**src/rtl/drw_pkg.sv**
```systemverilog
// -----------------------------------------------------------------------------
// drw_pkg
// Shared types and constants for the drawing-engine line controller.
//   state_t      : line controller FSM states
//   PIX_BYTES    : bytes per pixel (one burst beat)
//   BOUNDARY     : bursts must not cross this byte boundary
//   PAGE_PIX     : pixels per boundary page
//   CMD_PATBLT / CMD_BITBLT : CMD_MODE encodings
//   min_u11()    : unsigned minimum of two 11-bit values
// -----------------------------------------------------------------------------
package drw_pkg;

   localparam int PIX_BYTES = 4;
   localparam int BOUNDARY  = 4096;
   localparam int PAGE_PIX  = BOUNDARY / PIX_BYTES;

   localparam logic CMD_PATBLT = 1'b0;
   localparam logic CMD_BITBLT = 1'b1;

   typedef enum logic [2:0] {
      S_IDLE,
      S_CALC,
      S_RD_SRC,
      S_RD_DST,
      S_WR,
      S_NEXT,
      S_DRAIN
   } state_t;

   function automatic logic [10:0] min_u11(input logic [10:0] a, input logic [10:0] b);
      return (a < b) ? a : b;
   endfunction

endpackage

```
**src/rtl/drw_burst_calc.sv**
```systemverilog
// -----------------------------------------------------------------------------
// drw_burst_calc
// Combinational chunk-size computation for one burst:
//   chunk = min(remaining, MAX_BEATS, pixels left in the dst page,
//               pixels left in the src page when use_src_i is set)
// Ports:
//   dst_page_off_i : dst address bits [11:2] (pixel offset inside the page)
//   src_page_off_i : src address bits [11:2]
//   remaining_i    : pixels still to be transferred on this line
//   use_src_i      : include the src page limit (BITBLT)
//   chunk_o        : burst length in pixels, 1..MAX_BEATS when remaining_i>0
// -----------------------------------------------------------------------------
module drw_burst_calc
   import drw_pkg::*;
#(
   parameter int MAX_BEATS = 16
) (
   input  logic [9:0]  dst_page_off_i,
   input  logic [9:0]  src_page_off_i,
   input  logic [10:0] remaining_i,
   input  logic        use_src_i,
   output logic [4:0]  chunk_o
);

   logic [10:0] dst_room;
   logic [10:0] src_room;
   logic [10:0] lim;

   // NOTE: every variable written here gets a value before any condition,
   // otherwise the tool infers a latch to hold the old value.
   always_comb begin
      // Room is 1..PAGE_PIX, so an aligned address reports a full page.
      dst_room = 11'(PAGE_PIX) - {1'b0, dst_page_off_i};
      src_room = 11'(PAGE_PIX) - {1'b0, src_page_off_i};
      lim      = min_u11(remaining_i, 11'(MAX_BEATS));
      lim      = min_u11(lim, dst_room);
      if (use_src_i) begin
         lim = min_u11(lim, src_room);
      end
      chunk_o = 5'(lim);
   end

endmodule

```
**src/rtl/drw_linectrl.sv**
```systemverilog
// -----------------------------------------------------------------------------
// drw_linectrl
// Splits one drawing line into memory bursts. Each burst optionally reads the
// source texture (BITBLT), optionally reads back the destination (alpha
// blend), then writes the destination. Bursts never cross a 4 KiB page of the
// addresses involved and never exceed MAX_BEATS pixels. The line stays busy
// until every issued write burst has been acknowledged on WRESP_VALID.
// Ports:
//   CLK, ARST (async, active-high), SOFT_RST (sync soft reset)
//   LINE_START / LINE_BUSY        : line kick and in-progress flag
//   LINE_ADDR_DST, LINE_ADDR_SRC  : byte addresses, sampled on the kick
//   LINE_LEN, CMD_MODE, PARAM_BLEND : pixel count, 0:PATBLT 1:BITBLT, blend
//   RADDR_*  : read address channel (SEL 0:src 1:dst readback, LEN=beats-1)
//   WADDR_*  : write address channel (LEN=beats-1)
//   WRESP_VALID : one pulse per completed write burst
// -----------------------------------------------------------------------------
module drw_linectrl
   import drw_pkg::*;
#(
   parameter int MAX_BEATS = 16   // power of two, 1..16
) (
   input  logic        CLK,
   input  logic        ARST,
   input  logic        SOFT_RST,
   input  logic        LINE_START,
   output logic        LINE_BUSY,
   input  logic [31:0] LINE_ADDR_DST,
   input  logic [31:0] LINE_ADDR_SRC,
   input  logic [10:0] LINE_LEN,
   input  logic        CMD_MODE,
   input  logic        PARAM_BLEND,
   output logic        RADDR_VALID,
   input  logic        RADDR_READY,
   output logic [31:0] RADDR_ADDR,
   output logic [3:0]  RADDR_LEN,
   output logic        RADDR_SEL,
   output logic        WADDR_VALID,
   input  logic        WADDR_READY,
   output logic [31:0] WADDR_ADDR,
   output logic [3:0]  WADDR_LEN,
   input  logic        WRESP_VALID
);

   state_t      state_q, state_d;
   logic [31:0] dst_q, dst_d;
   logic [31:0] src_q, src_d;
   logic [10:0] rem_q, rem_d;
   logic [4:0]  chunk_q, chunk_d;
   logic        mode_q, mode_d;
   logic        blend_q, blend_d;
   logic        busy_q, busy_d;
   logic [8:0]  outs_q, outs_d;

   logic [4:0]  calc_chunk;
   logic [10:0] rem_after;
   logic [31:0] step;
   logic [3:0]  len_m1;
   logic        wr_inc;
   logic        wr_dec;

   drw_burst_calc #(
      .MAX_BEATS (MAX_BEATS)
   ) u_burst_calc (
      .dst_page_off_i (dst_q[11:2]),
      .src_page_off_i (src_q[11:2]),
      .remaining_i    (rem_q),
      .use_src_i      (mode_q == CMD_BITBLT),
      .chunk_o        (calc_chunk)
   );

   assign rem_after = rem_q - 11'(chunk_q);
   assign step      = {25'd0, chunk_q, 2'b00};   // chunk * PIX_BYTES
   assign len_m1    = 4'(chunk_q - 5'd1);

   // A response with nothing outstanding is dropped rather than wrapping.
   assign wr_inc = (state_q == S_WR) && WADDR_READY;
   assign wr_dec = WRESP_VALID && (outs_q != 9'd0);

   // ---------------------------------------------------------------- state reg
   // NOTE: clocked processes use non-blocking (<=) so every register samples
   // the pre-edge values of the others, independent of statement order.
   always_ff @(posedge CLK or posedge ARST) begin
      if (ARST) begin
         state_q <= S_IDLE;
      end else begin
         state_q <= state_d;
      end
   end

   // --------------------------------------------------------------- next state
   always_comb begin
      state_d = state_q;
      unique case (state_q)
         S_IDLE: begin
            if (LINE_START) begin
               state_d = (LINE_LEN == 11'd0) ? S_DRAIN : S_CALC;
            end
         end
         S_CALC: begin
            if (mode_q == CMD_BITBLT) begin
               state_d = S_RD_SRC;
            end else if (blend_q) begin
               state_d = S_RD_DST;
            end else begin
               state_d = S_WR;
            end
         end
         S_RD_SRC: begin
            if (RADDR_READY) begin
               state_d = blend_q ? S_RD_DST : S_WR;
            end
         end
         S_RD_DST: begin
            if (RADDR_READY) begin
               state_d = S_WR;
            end
         end
         S_WR: begin
            if (WADDR_READY) begin
               state_d = S_NEXT;
            end
         end
         S_NEXT: begin
            state_d = (rem_after != 11'd0) ? S_CALC : S_DRAIN;
         end
         S_DRAIN: begin
            if (outs_q == 9'd0) begin
               state_d = S_IDLE;
            end
         end
         default: state_d = S_IDLE;
      endcase
      if (SOFT_RST) begin
         state_d = S_IDLE;
      end
   end

   // ------------------------------------------------------------------ outputs
   always_comb begin
      RADDR_VALID = 1'b0;
      RADDR_ADDR  = 32'd0;
      RADDR_LEN   = 4'd0;
      RADDR_SEL   = 1'b0;
      WADDR_VALID = 1'b0;
      WADDR_ADDR  = 32'd0;
      WADDR_LEN   = 4'd0;
      unique case (state_q)
         S_RD_SRC: begin
            RADDR_VALID = 1'b1;
            RADDR_SEL   = 1'b0;
            RADDR_ADDR  = {src_q[31:2], 2'b00};
            RADDR_LEN   = len_m1;
         end
         S_RD_DST: begin
            RADDR_VALID = 1'b1;
            RADDR_SEL   = 1'b1;
            RADDR_ADDR  = {dst_q[31:2], 2'b00};
            RADDR_LEN   = len_m1;
         end
         S_WR: begin
            WADDR_VALID = 1'b1;
            WADDR_ADDR  = {dst_q[31:2], 2'b00};
            WADDR_LEN   = len_m1;
         end
         default: ;
      endcase
   end

   assign LINE_BUSY = busy_q;

   // ----------------------------------------------------------------- datapath
   always_comb begin
      dst_d   = dst_q;
      src_d   = src_q;
      rem_d   = rem_q;
      chunk_d = chunk_q;
      mode_d  = mode_q;
      blend_d = blend_q;
      busy_d  = busy_q;
      unique case (state_q)
         S_IDLE: begin
            if (LINE_START) begin
               dst_d   = {LINE_ADDR_DST[31:2], 2'b00};
               src_d   = {LINE_ADDR_SRC[31:2], 2'b00};
               rem_d   = LINE_LEN;
               mode_d  = CMD_MODE;
               blend_d = PARAM_BLEND;
               busy_d  = 1'b1;
            end
         end
         S_CALC: chunk_d = calc_chunk;
         S_NEXT: begin
            dst_d = dst_q + step;   // wraps modulo 2^32
            if (mode_q == CMD_BITBLT) begin
               src_d = src_q + step;
            end
            rem_d = rem_after;
         end
         S_DRAIN: begin
            if (outs_q == 9'd0) begin
               busy_d = 1'b0;
            end
         end
         default: ;
      endcase
      if (SOFT_RST) begin
         dst_d   = 32'd0;
         src_d   = 32'd0;
         rem_d   = 11'd0;
         chunk_d = 5'd0;
         mode_d  = 1'b0;
         blend_d = 1'b0;
         busy_d  = 1'b0;
      end
   end

   always_comb begin
      outs_d = outs_q;
      unique case ({wr_inc, wr_dec})
         2'b10:   outs_d = outs_q + 9'd1;
         2'b01:   outs_d = outs_q - 9'd1;
         default: ;   // none, or both at once: unchanged
      endcase
      if (SOFT_RST) begin
         outs_d = 9'd0;
      end
   end

   always_ff @(posedge CLK or posedge ARST) begin
      if (ARST) begin
         dst_q   <= 32'd0;
         src_q   <= 32'd0;
         rem_q   <= 11'd0;
         chunk_q <= 5'd0;
         mode_q  <= 1'b0;
         blend_q <= 1'b0;
         busy_q  <= 1'b0;
         outs_q  <= 9'd0;
      end else begin
         dst_q   <= dst_d;
         src_q   <= src_d;
         rem_q   <= rem_d;
         chunk_q <= chunk_d;
         mode_q  <= mode_d;
         blend_q <= blend_d;
         busy_q  <= busy_d;
         outs_q  <= outs_d;
      end
   end

endmodule
```
**config.mk**
```make
export PLATFORM = sky130hd
export DESIGN_NAME = drw_linectrl
export DESIGN_NICKNAME = d
export VERILOG_FILES = /design/src/rtl/drw_pkg.sv /design/src/rtl/drw_burst_calc.sv /design/src/rtl/drw_linectrl.sv
export SDC_FILE = /design/constraint.sdc
export NUM_CORES = 1
export LEC_CHECK = 0
export BUFFER_PORTS_ARGS = -buffer_cell sky130_fd_sc_hd__buf_2
export CAP_MARGIN = 0
export CORE_ASPECT_RATIO = 0.75
export CORE_MARGIN = 5
export CORE_UTILIZATION = 49
export DETAILED_ROUTE_END_ITERATION = 16
export GPL_TIMING_DRIVEN = 0
export MAX_ROUTING_LAYER = met4
export PLACE_DENSITY_LB_ADDON = 0.15
export SETUP_SLACK_MARGIN = 0.5
export SLEW_MARGIN = 15
export SYNTH_ARGS = -nofsm -noshare
export SYNTH_HDL_FRONTEND = slang
export SYNTH_HIERARCHICAL = 1
export SYNTH_SLANG_ARGS = --single-unit
```
**constraint.sdc**
```tcl
create_clock -name CLK -period 6.1 [get_ports CLK]
set_clock_uncertainty 0.2 [all_clocks]
set_input_delay 0.61 -clock CLK [delete_from_list [all_inputs] [get_ports CLK]]
set_output_delay 0.61 -clock CLK [all_outputs]
set_load 0.05 [all_outputs]
```
==> results of run 1 <==
## through the flow
step / power, mW / std cells / setup WS [ns] / hold slack, ns
after CTS: 3.560 / 1426 / 0.6640 / 0.07942
after floorplan: 2.427 / 1047 / 0.9804 / 0.2685
after global placement: 2.954 / 1408 / 0.4337 / 0.3147
after global routing: 3.896 / 1433 / 0.4871 / 0.08953
after detailed placement: 2.982 / 1409 / 0.3835 / 0.3280
final: 3.657 / 1433 / 0.7165 / 0.05097
## timing repair
item                       in CTS  in global routing
gates cloned                    0                  0
gates resized for setup         0                  3
pin swaps                       1                  0
buffers inserted                1                  7
setup endpoints to repair       3                  3
## layout by cell type (no fill, tap or decap), drive strengths merged, types with 14 or more instances in the layout
master / n
xnor2: 16
and2: 24
nor2: 120
mux2i: 43
nand2: 114
nor3: 27
o21ai: 72
a21o: 14
dfrtp: 91
buf: 175
inv: 52
a21oi: 60
ha: 45
nand4: 16
nand3: 35
and3: 17
clkbuf: 53
nor4: 18
## logic make-up (layout without fill, tap and decap cells)
group,after synthesis,count (layout)
simple gates,427,427
compound gates,289,289
buf+inv,108,284
flops,91,91
fa+ha+maj,49,49
mux,46,46
xor+xnor,27,27
other cells,2,10
## routing by layer
| metal | part of all wire [%] | up-vias | global-route usage, % | wire length, um |
|---|---|---|---|---|
| li1 | - | 4151 | - | - |
| met1 | 44 | 4266 | 44.00 | 13290 |
| met2 | 41 | 533 | 42.54 | 12510 |
| met3 | 12 | 63 | 8.421 | 3569 |
| met4 | 2.8 | 0 | 8.737 | 846 |
| met5 | 0 | - | - | 0 |
## worst max-delay path, cell delays in order, from the launching register on
cell       delay, ns
dfrtp_1         0.45
inv_1           0.10
ha_1            0.18
nand2_1         0.08
or3_1           0.37
or3_1           0.36
or3_1           0.35
ha_1            0.33
nand4_1         0.17
a21oi_1         0.09
a2111oi_4       0.32
buf_6           0.17
mux2i_1         0.23
inv_1           0.07
ha_1            0.32
a21o_1          0.17
a21o_1          0.17
a21oi_1         0.14
o211ai_1        0.14
nand2_1         0.19
o21ai_4         0.11
mux2_1          0.33
mux2i_1         0.14
nor2_1          0.05
## area by class of cell
cell class	instances	area (um2)	area share (%)
inverter	50	192.7	2.013
timing repair buffer	160	843.3	8.812
tap	210	262.8	2.745
sequential	91	2278	23.81
clock buffer	10	229.0	2.392
buffer	58	256.5	2.680
clock inverter	6	48.80	0.5099
multi-input combinational	848	5459	57.04
## sequential cells by signal, summed over array words and instances (netlist names)
register and cells:
dst_q 30, src_q 30, rem_q 11, outs_q 9, chunk_q 5, state_q 3, LINE_BUSY 1, blend_q 1
mode_q 1
## report_power, final
part           total, mW  switching [mW]  internal [mW]
registers           1.01           0.277          0.737
logic               2.08            1.28          0.805
clock network      0.562           0.280          0.282
total               3.66            1.83           1.82
## worst paths after layout
check,endpoint,slack (ns)
worst max register to register,chunk_q[3],0.72
worst max-delay path,chunk_q[3],0.72
max in group asynchronous,dst_q[2],5.01
worst min-delay path,dst_q[22],0.05
worst min register to register,rem_q[2],0.35
min in group CLK,src_q[17],0.24
==> flow_summary.yaml, run 1 <==
critical_path:
  rr_worst_depth: 23
  setup.worst_path.start_class: "flip-flop"
  path_max_fanout: 6
  reg2reg_from: "dst_q[3]"
  worst_ep_required_time_ns: 6.13
  critPathCaptureType: "flip-flop"
  path_class: "reg -> reg"
  critPathLaunch: "dst_q[3]"
  crit_arrival_ns: 5.41
timing:
  min_period_over_period_pct: 88.25
  max_freq_mhz: 185.8
  setup_viol: 0
  period_needed_ns: 5.384
  hold_viol: 0
  report.final.slew_viol_count: 0
  max_slew.worst_pin.slew_ns: 0.9375
  rsz0062_at_grt: "no"
  tns_ns: 0
  slew_headroom_pct: 37.50
placed_design:
  gp_congestion: 0.9840
  placed_cell_area_um2: 9225
  dp_hpwl_um: 23080
  io_buffers: 151
drt:
  final_antenna_net_count: 0
  first_iter_violations: 1164
  wire_per_inst_um: 21.09
  drt_pre_antenna_iters: 5
  drcViolationCount: 0
  via_per_inst: 6.290
  drt_wl_total_um: 30220
  dr_total_vias: 9013
synth:
  synth_fa_ha_area_share_pct: 7.897
  ys_warn_count: 6
  synth.mux.area_fraction_pct: 5.700
  ys_seq_elements: 91
  ys.flop_type: "dfrtp_1"
  yosysMostFrequentCell: "nor2_1"
  synthArstFlopShare_pct: 100.0
  avgSynthCellArea_um2: 7.838
  synthXorXnorAreaFrac_pct: 2.904
  synthSimpleGateAreaFrac_pct: 25.78
  synth_edf_count: 0
  synthCells: 1039
  yosysTopAreaCell: "dfrtp_1"
  syn_area_um2: 8144
  synth_area_leaders: "dfrtp_1, ha_1, nor2_1"
  synth_seq_area_share_pct: 27.96
  yosysUniqueCellTypes: 80
  synth_compound_area_share_pct: 24.26
  synth_top_area_share_pct: 27.96
  synth_top_family_by_area: "simple AND/OR/NAND/NOR gates"
  synthTopCellsByCount: "nor2_1, nand2_1, dfrtp_1, o21ai_0, a21oi_1"
global_routing:
  antenna_found_initial: 0
  grt_pass1_wl_um: 46110
  grt_usage_pct: 30.77
  grt_pass1_vias: 8239
  grt_max_degree: 48
  gr-total-overflow: 0
floorplanning:
  ios: 160
  die_area_um2: 19330
  chipWidth_um: 158.9
  die_y_um: 121.7
  rows: 40
  fp.coreArea_um2: 16170
  initial_core_util_pct: 50.38
final_layout:
  syn_to_final_growth_pct: 17.51
  antenna-diode-count: 0
  final_nets: 1351
  fillers: 1526
  drive_above_1_share_pct: 17.09
  utilization_pct: 59.20
  final_area_um2: 9570
status:
  status: "finished clean"
power_and_ir_drop:
  p_leak_nw: 4.465
  power_density_nw_per_um2: 382.1
  max-vdd-ir-drop_mv: 0.2348
clock_network:
  cts_tree: "yes"
  cts_max_path_buffers: 2
  insertion_delay_ns: 0.36
  hold_buffers: 0
  clock-sinks: 91
  cts_buffers: 9
  clk_pin_slew_worst_paths_ns: 0.08
  cts-root-buf: "clkbuf_16"
  cts-htree-levels: 3
min_path:
  hp-class: "in -> async"
flow_run:
  cap_violations: 0
Note: power is estimated with default switching activity, not from simulation.
==> inputs of run 2 (changes only) <==
- CELL_PAD_IN_SITES_DETAIL_PLACEMENT: unset -> 0
- CELL_PAD_IN_SITES_GLOBAL_PLACEMENT: unset -> 1
- CORE_UTILIZATION: 49 -> 41
- SYNTH_HIERARCHICAL: 1 -> unset
==> run 2 against run 1 <==
Net effect: worst hold slack gained 0.0095 ns; cell area shrank 1.6%; count of clock-buffer cells in the layout shrank 1; clock power grew 0.9%; non-clock buffer count grew 11; maximum frequency grew 3.5%; synthesized cell count shrank 0.58%.
==> flow_summary.yaml, run 2 <==
status:
  status: "finished clean"
placed_design:
  io_buffers: 151
  place_worst_setup_slack_ns: 0.2713
  placed_cells: 1447
  dp_hpwl_um: 23850
  gp_congestion: 0.9625
floorplanning:
  rows: 44
  initial_core_util_pct: 41.32
  die_area_um2: 22220
  die_y_um: 130.3
  fp.coreArea_um2: 19160
  ios: 160
  chipWidth_um: 170.5
timing:
  min_period_over_period_pct: 85.30
  hold_ws_ns: 0.06052
  hold_viol: 0
  report.final.slew_viol_count: 0
  tns_ns: 0
  slew_headroom_pct: 21.78
  setup_viol: 0
  period_needed_ns: 5.203
  fin_ws_ns: 0.8968
  rsz0062_at_grt: "no"
  max_slew.worst_pin.slew_ns: 1.163
  max_freq_mhz: 192.2
synth:
  synthCells: 1033
  avgSynthCellArea_um2: 7.663
  synthTopCellsByCount: "nor2_1, nand2_1, dfrtp_1, o21ai_0, clkbuf_1"
  synth_seq_area_share_pct: 28.77
  ys_warn_count: 0
  ys.flop_type: "dfrtp_1"
  synth_top_area_share_pct: 28.77
  yosysUniqueCellTypes: 66
  yosysTopAreaCell: "dfrtp_1"
  synth_edf_count: 0
  syn_area_um2: 7916
  synth_area_leaders: "dfrtp_1, ha_1, nor2_1"
  yosysMostFrequentCell: "nor2_1"
  ys_seq_elements: 91
  synthArstFlopShare_pct: 100.0
drt:
  via_per_inst: 5.995
  dr_total_vias: 8783
  drcViolationCount: 0
  drt_wl_total_um: 31170
  first_iter_violations: 1040
  drt_pre_antenna_iters: 6
  wire_per_inst_um: 21.28
  final_antenna_net_count: 0
critical_path:
  path_max_fanout: 8
  crit_top_cell: "o21ai_0"
  worst_ep_required_time_ns: 6.12
  worst_path_dominant_cell_family: "compound AO/OA/AOI/OAI gates"
  rr_worst_depth: 19
  rrSetupSlack_ns: 0.90
  path_buf_inv: 2
  worst-path-stages: 19
  setup.worst_path.start_class: "flip-flop"
  slowest_stage: "o21ai_0"
  crit_arrival_ns: 5.22
  path_cells: "clkbuf_1 > nor4_2 > nand2_1 > nor3_1 > xor2_1 > ha_1 > nand2_1 > a2111oi_4 > a221oi_2 > buf_4 > o21ai_0 > ha_1 > a21oi_1 > o211a_1 > o21ai_0 > a2111oi_2 > a31oi_2 > a32oi_1 > o21ai_0"
  path_class: "reg -> reg"
  critPathCaptureType: "flip-flop"
  cp_slowest_stage_delay_ns: 0.46
min_path:
  hp-class: "in -> async"
final_layout:
  layout_commonest_cell: "buf_2"
  final_nets: 1340
  largestRegisters: "dst_q: 30 flops, src_q: 30 flops, rem_q: 11 flops"
  syn_to_final_growth_pct: 18.92
  layout.cells.non_filler: 1465
  final_cell_mix: "buf_2, nor2_1, nand2_1"
  antenna-diode-count: 0
  drive_above_1_share_pct: 16.58
flow_run:
  cap_violations: 0
clock_network:
  clock-sinks: 91
  insertion_delay_ns: 0.36
  hold_buffers: 0
  cts_max_path_buffers: 2
  cts-htree-levels: 3
  clk_pin_slew_worst_paths_ns: 0.08
  cts-root-buf: "clkbuf_16"
  cts_tree: "yes"
  cts_buffers: 9
global_routing:
  grt_max_degree: 51
  antenna_found_initial: 0
  grt_pass1_vias: 8187
  grt_pass1_wl_um: 47270
  gr-total-overflow: 0
  grt_usage_pct: 28.57
power_and_ir_drop:
  power_density_nw_per_um2: 446.0
  power_mw: 4.199
  max-vdd-ir-drop_mv: 0.2431
  p_leak_nw: 4.397
==> run 2: path summary, 6_finish.rpt <==
kind | startpoint | end
setup / recovery | dst_q[4] | chunk_q[1]
hold / removal | ARST | LINE_BUSY
setup reg to reg | dst_q[4] | chunk_q[1]
hold reg to reg | outs_q[3] | outs_q[3]
max in group asynchronous | ARST | src_q[3]
min in group CLK | LINE_ADDR_SRC[23] | src_q[23]
==> run 2: cells by family after synthesis <==
| family | Yosys count | share of synthesized area, % |
|---|---|---|
| AND/OR/NAND/NOR | 438 | 26.25 |
| flip-flops | 91 | 28.77 |
| AO/OA/AOI/OAI | 274 | 22.68 |
| adder cells (fa/ha/maj) | 49 | 8.124 |
| multiplexers | 35 | 4.426 |
| buffers and inverters | 109 | 5.721 |
| XOR/XNOR | 36 | 3.983 |
| other | 1 | 0.04737 |
==> run 2: cell type report <==
type / instances / area [um2]
clock buffer: 9 / 225.2
buffer: 75 / 329.1
tap: 253 / 316.6
fill: 1990 / 9744
inverter: 34 / 132.6
clock inverter: 7 / 62.56
sequential: 91 / 2277
multi-input combinational: 842 / 5273
timing repair buffer: 154 / 798.3
==> run 2: per-layer routing <==
layer	routed length [um]	global-route usage, %	vias up	part of all wire [%]
li1	-	-	4112	-
met3	2459	4.240	43	7.9
met5	0	-	-	0
met1	14720	41.46	4191	47
met4	577	6.620	0	1.9
met2	13420	42.10	437	43
==> run 2: through the flow <==
| stage | util, % | area (um2) |
|---|---|---|
| 6_report | 49.14 | 9414 |
| 5_1_grt | 49.14 | 9414 |
| 4_1_cts | 48.83 | 9355 |
| 3_5_place_dp | 47.26 | 9055 |
| 3_3_place_gp | 47.09 | 9022 |
| 2_1_floorplan | - | 7950 |
==> run 2: power breakdown <==
part	leakage, nW	internal [mW]	switching (mW)
Clock	0.138	0.284	0.283
Sequential	1.23	0.754	0.213
Combinational	3.03	0.941	1.72
==> run 2: timing repair <==
item / in CTS / in global routing
gates resized for setup: 3 / 11
setup endpoints to repair: 4 / 4
pin swaps: 0 / 1
setup buffers: 0 / 2
